--- config.mk ---
export PLATFORM = sky130hd
export DESIGN_NAME = poly_coeff4x_packer
export DESIGN_NICKNAME = d
export VERILOG_FILES = /design/src/rtl/poly_coeff4x_packer.sv
export SDC_FILE = /design/constraint.sdc
export NUM_CORES = 1
export LEC_CHECK = 0
export ABC_AREA = 1
export CAP_MARGIN = 20
export CORE_MARGIN = 1.5
export CORE_UTILIZATION = 50
export DETAILED_ROUTE_END_ITERATION = 12
export GPL_TIMING_DRIVEN = 0
export PLACE_DENSITY = 0.75
export SKIP_CTS_REPAIR_TIMING = 1
export SYNTH_ARGS = -nofsm -noshare
export SYNTH_HDL_FRONTEND = slang
export SYNTH_SLANG_ARGS = --single-unit
--- constraint.sdc ---
create_clock -name clk -period 3.4 [get_ports clk]
set_input_delay 0.68 -clock clk [delete_from_list [all_inputs] [get_ports clk]]
set_output_delay 0.68 -clock clk [all_outputs]
set_load 0.02 [all_outputs]
--- src/rtl/poly_coeff4x_packer.sv ---
// Packs 4 x COEFF_W-bit coefficients per beat LSB-first into 64-bit BRAM words; word written one cycle after the completing accept.
// Optional build macro PACK_LANE_CHECK_EN enables the sticky lane_ovf upper-bit check.
module poly_coeff4x_packer #(
   parameter int COEFF_W   = 13,
   parameter int NUM_BEATS = 64
) (
   input  logic        clk,
   input  logic        rst,
   input  logic        start,
   input  logic        coeff_valid,
   input  logic [63:0] coeff4x_in,
   output logic        coeff_ready,
   output logic        bram_we,
   output logic [6:0]  bram_address_relative,
   output logic [63:0] pol_64bit_out,
   output logic        busy,
   output logic        pack_done,
   output logic        lane_ovf
);
   localparam int BEAT_W = 4 * COEFF_W;
   localparam int CNT_W  = $clog2(NUM_BEATS + 1);

   typedef enum logic [1:0] {S_IDLE, S_PACK, S_LAST} state_t;

   state_t             state_q, state_d;
   logic [127:0]       buf_q, buf_d;
   logic [6:0]         fill_q, fill_d;
   logic [CNT_W-1:0]   beat_q, beat_d;
   logic [6:0]         word_q, word_d;
   logic               we_q, we_d;
   logic [6:0]         addr_q, addr_d;
   logic [63:0]        data_q, data_d;
   logic               done_q, done_d;

   logic [BEAT_W-1:0]  beat_bits;
   logic [127:0]       merged;
   logic [7:0]         fill_sum;
   logic               accept;
   logic               start_acc;

   assign accept    = coeff_valid && (state_q == S_PACK);
   assign start_acc = start && (state_q == S_IDLE);

   // Upper lane bits are discarded here, so the packed stream never sees them.
   always_comb begin
      beat_bits = '0;
      for (int k = 0; k < 4; k++) begin
         beat_bits[k*COEFF_W +: COEFF_W] = coeff4x_in[16*k +: COEFF_W];
      end
   end

   assign merged   = buf_q | ({{(128-BEAT_W){1'b0}}, beat_bits} << fill_q);
   assign fill_sum = {1'b0, fill_q} + 8'(BEAT_W);

   always_comb begin
      state_d = state_q;
      buf_d   = buf_q;
      fill_d  = fill_q;
      beat_d  = beat_q;
      word_d  = word_q;
      we_d    = 1'b0;
      addr_d  = addr_q;
      data_d  = data_q;
      done_d  = 1'b0;
      case (state_q)
         S_IDLE: begin
            if (start) begin
               state_d = S_PACK;
               buf_d   = '0;
               fill_d  = '0;
               beat_d  = '0;
               word_d  = '0;
            end
         end
         S_PACK: begin
            if (accept) begin
               beat_d = beat_q + CNT_W'(1);
               if (fill_sum >= 8'd64) begin
                  we_d   = 1'b1;
                  data_d = merged[63:0];
                  addr_d = word_q;
                  word_d = word_q + 7'd1;
                  buf_d  = merged >> 64;
                  fill_d = fill_sum[6:0] - 7'd64;
               end else begin
                  buf_d  = merged;
                  fill_d = fill_sum[6:0];
               end
               // Total bit count is a multiple of 64, so the last beat always completes a word.
               if (beat_q == CNT_W'(NUM_BEATS - 1)) begin
                  state_d = S_LAST;
                  done_d  = 1'b1;
               end
            end
         end
         S_LAST:  state_d = S_IDLE;
         default: state_d = S_IDLE;
      endcase
   end

   always_ff @(posedge clk) begin
      if (rst) begin
         state_q <= S_IDLE;
         buf_q   <= '0;
         fill_q  <= '0;
         beat_q  <= '0;
         word_q  <= '0;
         we_q    <= 1'b0;
         addr_q  <= '0;
         data_q  <= '0;
         done_q  <= 1'b0;
      end else begin
         state_q <= state_d;
         buf_q   <= buf_d;
         fill_q  <= fill_d;
         beat_q  <= beat_d;
         word_q  <= word_d;
         we_q    <= we_d;
         addr_q  <= addr_d;
         data_q  <= data_d;
         done_q  <= done_d;
      end
   end

   assign coeff_ready           = (state_q == S_PACK);
   assign busy                  = (state_q != S_IDLE);
   assign bram_we               = we_q;
   assign bram_address_relative = addr_q;
   assign pol_64bit_out         = data_q;
   assign pack_done             = done_q;

`ifdef PACK_LANE_CHECK_EN
   localparam logic [15:0] LANE_MASK = 16'((32'd1 << COEFF_W) - 32'd1);

   logic lane_hi;
   logic ovf_q, ovf_d;

   always_comb begin
      lane_hi = 1'b0;
      for (int k = 0; k < 4; k++) begin
         lane_hi = lane_hi | (|(coeff4x_in[16*k +: 16] & ~LANE_MASK));
      end
      ovf_d = ovf_q;
      if (start_acc) begin
         ovf_d = 1'b0;
      end else if (accept && lane_hi) begin
         ovf_d = 1'b1;
      end
   end

   always_ff @(posedge clk) begin
      if (rst) begin
         ovf_q <= 1'b0;
      end else begin
         ovf_q <= ovf_d;
      end
   end

   assign lane_ovf = ovf_q;
`else
   assign lane_ovf = 1'b0;
`endif

endmodule

==> metrics.txt <==
CTS Buf Count=24; Placed Cells=roughly 2,500; Post-Place Setup Slack=between 0.4 and 0.5 ns; Worst Reg-to-Reg Cells=9; dpl hpwl=46,900 microns; post-DR vias/cell=slightly above 6; FP Rows=58; drt wl/cell=23.2 microns; Final Worst Setup Slack=about 0.57 ns; Antenna Nets Post-Route=0; # diodes=0; clk buf depth=3; startpoint types=flop; Yosys reg bits=~220; PD cells=about 430 mW/mm^2; DR iter-0 viols=around 2,300; Clock Latency Late Sink=~0.54 ns; first-pass GRT wire length=87,800 microns; antenna violations before repair=1; IO Pins=between 100 and 150; grt met2 use=a little over two thirds; RSZ-0062 raised after global routing=no; Non-Filler Instances=approximately 2,600; TritonCTS clock tree=yes; maxcap violations=0; Layout area overhead=19.3%; Worst VDD drop=~0.40 mV; worst slew pin tran=between 0.9 and 1 ns; GR peak layer=met2; DIE AREA=0.0271 sq mm; Peak Freq=0.354 GHz; Synth Instances=around 2,100; area of the multi-input gates=0.00718 sq mm; syn avg cell area=between 6 and 7 sq um; design area=0.0156 sq mm; Ys Warns=0; Worst EP arrival=approximately 3.3 ns; Hold Violations, Final=0; period utilisation layout=slightly above 80%; chip height=165 microns; vias in the first global route=approximately 14,000; clk slew on worst S/H paths=0.06 ns; crit path time final=approximately 2.8 ns; Critical Path RT=approximately 3.8 ns; CP Capture Type=flop; Clock Sinks=~220; Pre-antenna DRT Iters=6; drt total wl=59,900 microns; total track usage=around 44%; Setup violations, final=0; Hold WS=~0.46 ns; CTS HTree Levels=1; layout cell share with drive strength beyond 1=6.04%; gr ovfl total=0; Die Wd=165 microns; TNS Setup=0 ns; Layout Nets=2,305; Filler Cells Inserted=2,283; Seq/Total Area, Yosys=between 30% and 40%; FF/Latch Area=between 0.004 and 0.005 sq mm; hold depth=2; Starting Density=51.4%; Global Route met3 Usage=9.04%; post-synthesis cell type count=42; root buf cell=clkbuf_16; DRC=0; type of the most critical hold path=reg2reg; I/O Buffers=130; status=complete, no violations; relative slew slack=between 30% and 40%; Static Leak=approximately 0.0072 uW; core area=approximately 0.025 sq mm; top fanout value on the critical path=10; largest net degree at the start of global routing=15; met1 Use GR=~56%; kind of critical path=reg2reg; Post-Synthesis Cell Area=0.0131 sq mm; DP Area=~0.015 sq mm; clock skew=0.0272 ns; GP Congestion=about 1.1; syn nets=approximately 2,100; Slew Viols, Final=0; DR vias=about 16,000
-- kinds of logic (layout without fill, tap and decap cells) --
| family | count (synthesis) | in the layout | share of synthesized area [%] |
|---|---|---|---|
| buf+inv | 335 | 509 | 11.0 |
| fa+ha+maj | 4 | 4 | 0.383 |
| flops | 222 | 222 | 34.0 |
| other cells | 1 | 1 | 0.0287 |
| simple gates | 1174 | 1174 | 38.9 |
| xor+xnor | 3 | 3 | 0.201 |
| compound gates | 338 | 338 | 15.4 |
-- critical path, stage by stage (launching register included) --
cell and delay, ns:
dfxtp_1 0.46, buf_2 0.32, buf_1 0.72, nand3_1 0.55
nand3_1 0.32, nand2_1 0.10, nand2_1 0.07, nand3_1 0.07
nand2_1 0.05, inv_1 0.04
-- through the flow --
stage,utilization [%],power (uW)
global route,61.3,6760
floorplan,-,3400
finish,61.3,6630
CTS,61.3,6550
detailed placement,58.1,3910
global placement,58.1,3900
-- path summary, 6_finish.rpt --
path	start	end	slack, ns
max	fill_q[5]	buf_q[55]	0.57
min	beat_q[4]	beat_q[4]	0.46
max reg2reg	fill_q[5]	buf_q[55]	0.57
min reg2reg	beat_q[4]	beat_q[4]	0.46
-- registers in the layout, summed over array words and instances (netlist names) --
| name | count |
|---|---|
| beat_q | 7 |
| word_q | 7 |
| pack_done | 1 |
| pol_64bit_out | 64 |
| state_q | 2 |
| fill_q | 5 |
| bram_we | 1 |
| buf_q | 128 |
| bram_address_relative | 7 |
-- final cells by class --
class                           count  share of cell area (%)
Multi-Input combinational cell   1520                    46.1
Sequential cell                   222                    28.5
Timing Repair Buffer              130                    8.35
Inverter                          190                    4.61
Buffer                            145                    4.57
Clock buffer                       29                    4.17
Tap cell                          330                    2.65
Clock inverter                     15                    1.01
-- cells in the final DEF, fill, tap and decap left out, types with 19 or more instances in the layout --
| master | netlist | layout |
|---|---|---|
| nor2_1 | 94 | 94 |
| buf_2 | 30 | 30 |
| o21ai_0 | 109 | 109 |
| inv_1 | 181 | 181 |
| dfxtp_1 | 222 | 222 |
| clkbuf_1 | 62 | 64 |
| nand2_1 | 644 | 644 |
| clkdlybuf4s50_1 | 0 | 130 |
| clkbuf_16 | 0 | 24 |
| o21a_1 | 43 | 43 |
| a21oi_1 | 102 | 102 |
| buf_1 | 28 | 28 |
| nand3_1 | 382 | 382 |
| and3_1 | 19 | 19 |
-- per-layer routing --
| layer | share of wire [%] | wire length (microns) |
|---|---|---|
| met5 | 0 | 0 |
| met4 | 7.1 | 4240 |
| met3 | 12 | 6920 |
| met2 | 43 | 25800 |
| met1 | 38 | 22900 |
-- cell usage after synthesis (all sizes together) --
master | n | area share (%)
clkbuf | 64 | 1.9
ha | 4 | 0.38
o21ai | 123 | 4.7
a31oi | 10 | 0.48
a21oi | 114 | 4.7
nand4 | 8 | 0.38
and3 | 19 | 0.91
nor3 | 8 | 0.43
o21bai | 14 | 0.81
a22oi | 12 | 1.0
o21a | 43 | 2.5
conb | 1 | 0.029
inv | 190 | 5.5
nand3b | 7 | 0.40
buf | 81 | 3.6
dfxtp | 222 | 34
o211ai | 13 | 0.75
nor4 | 2 | 0.096
o31ai | 4 | 0.23
a211oi | 1 | 0.058
nor2 | 99 | 3.2
a21boi | 4 | 0.23
nand2 | 647 | 19
and2 | 1 | 0.048
xnor2 | 3 | 0.20
nand3 | 382 | 15
or2 | 1 | 0.048
-- power breakdown --
part / total [uW] / switching [uW] / internal, uW
sequential: 2680 / 27.8 / 2650
clock: 2710 / 1170 / 1530
combinational: 1240 / 900 / 344
total: 6630 / 2100 / 4530
Note: power is estimated with default switching activity, not from simulation.
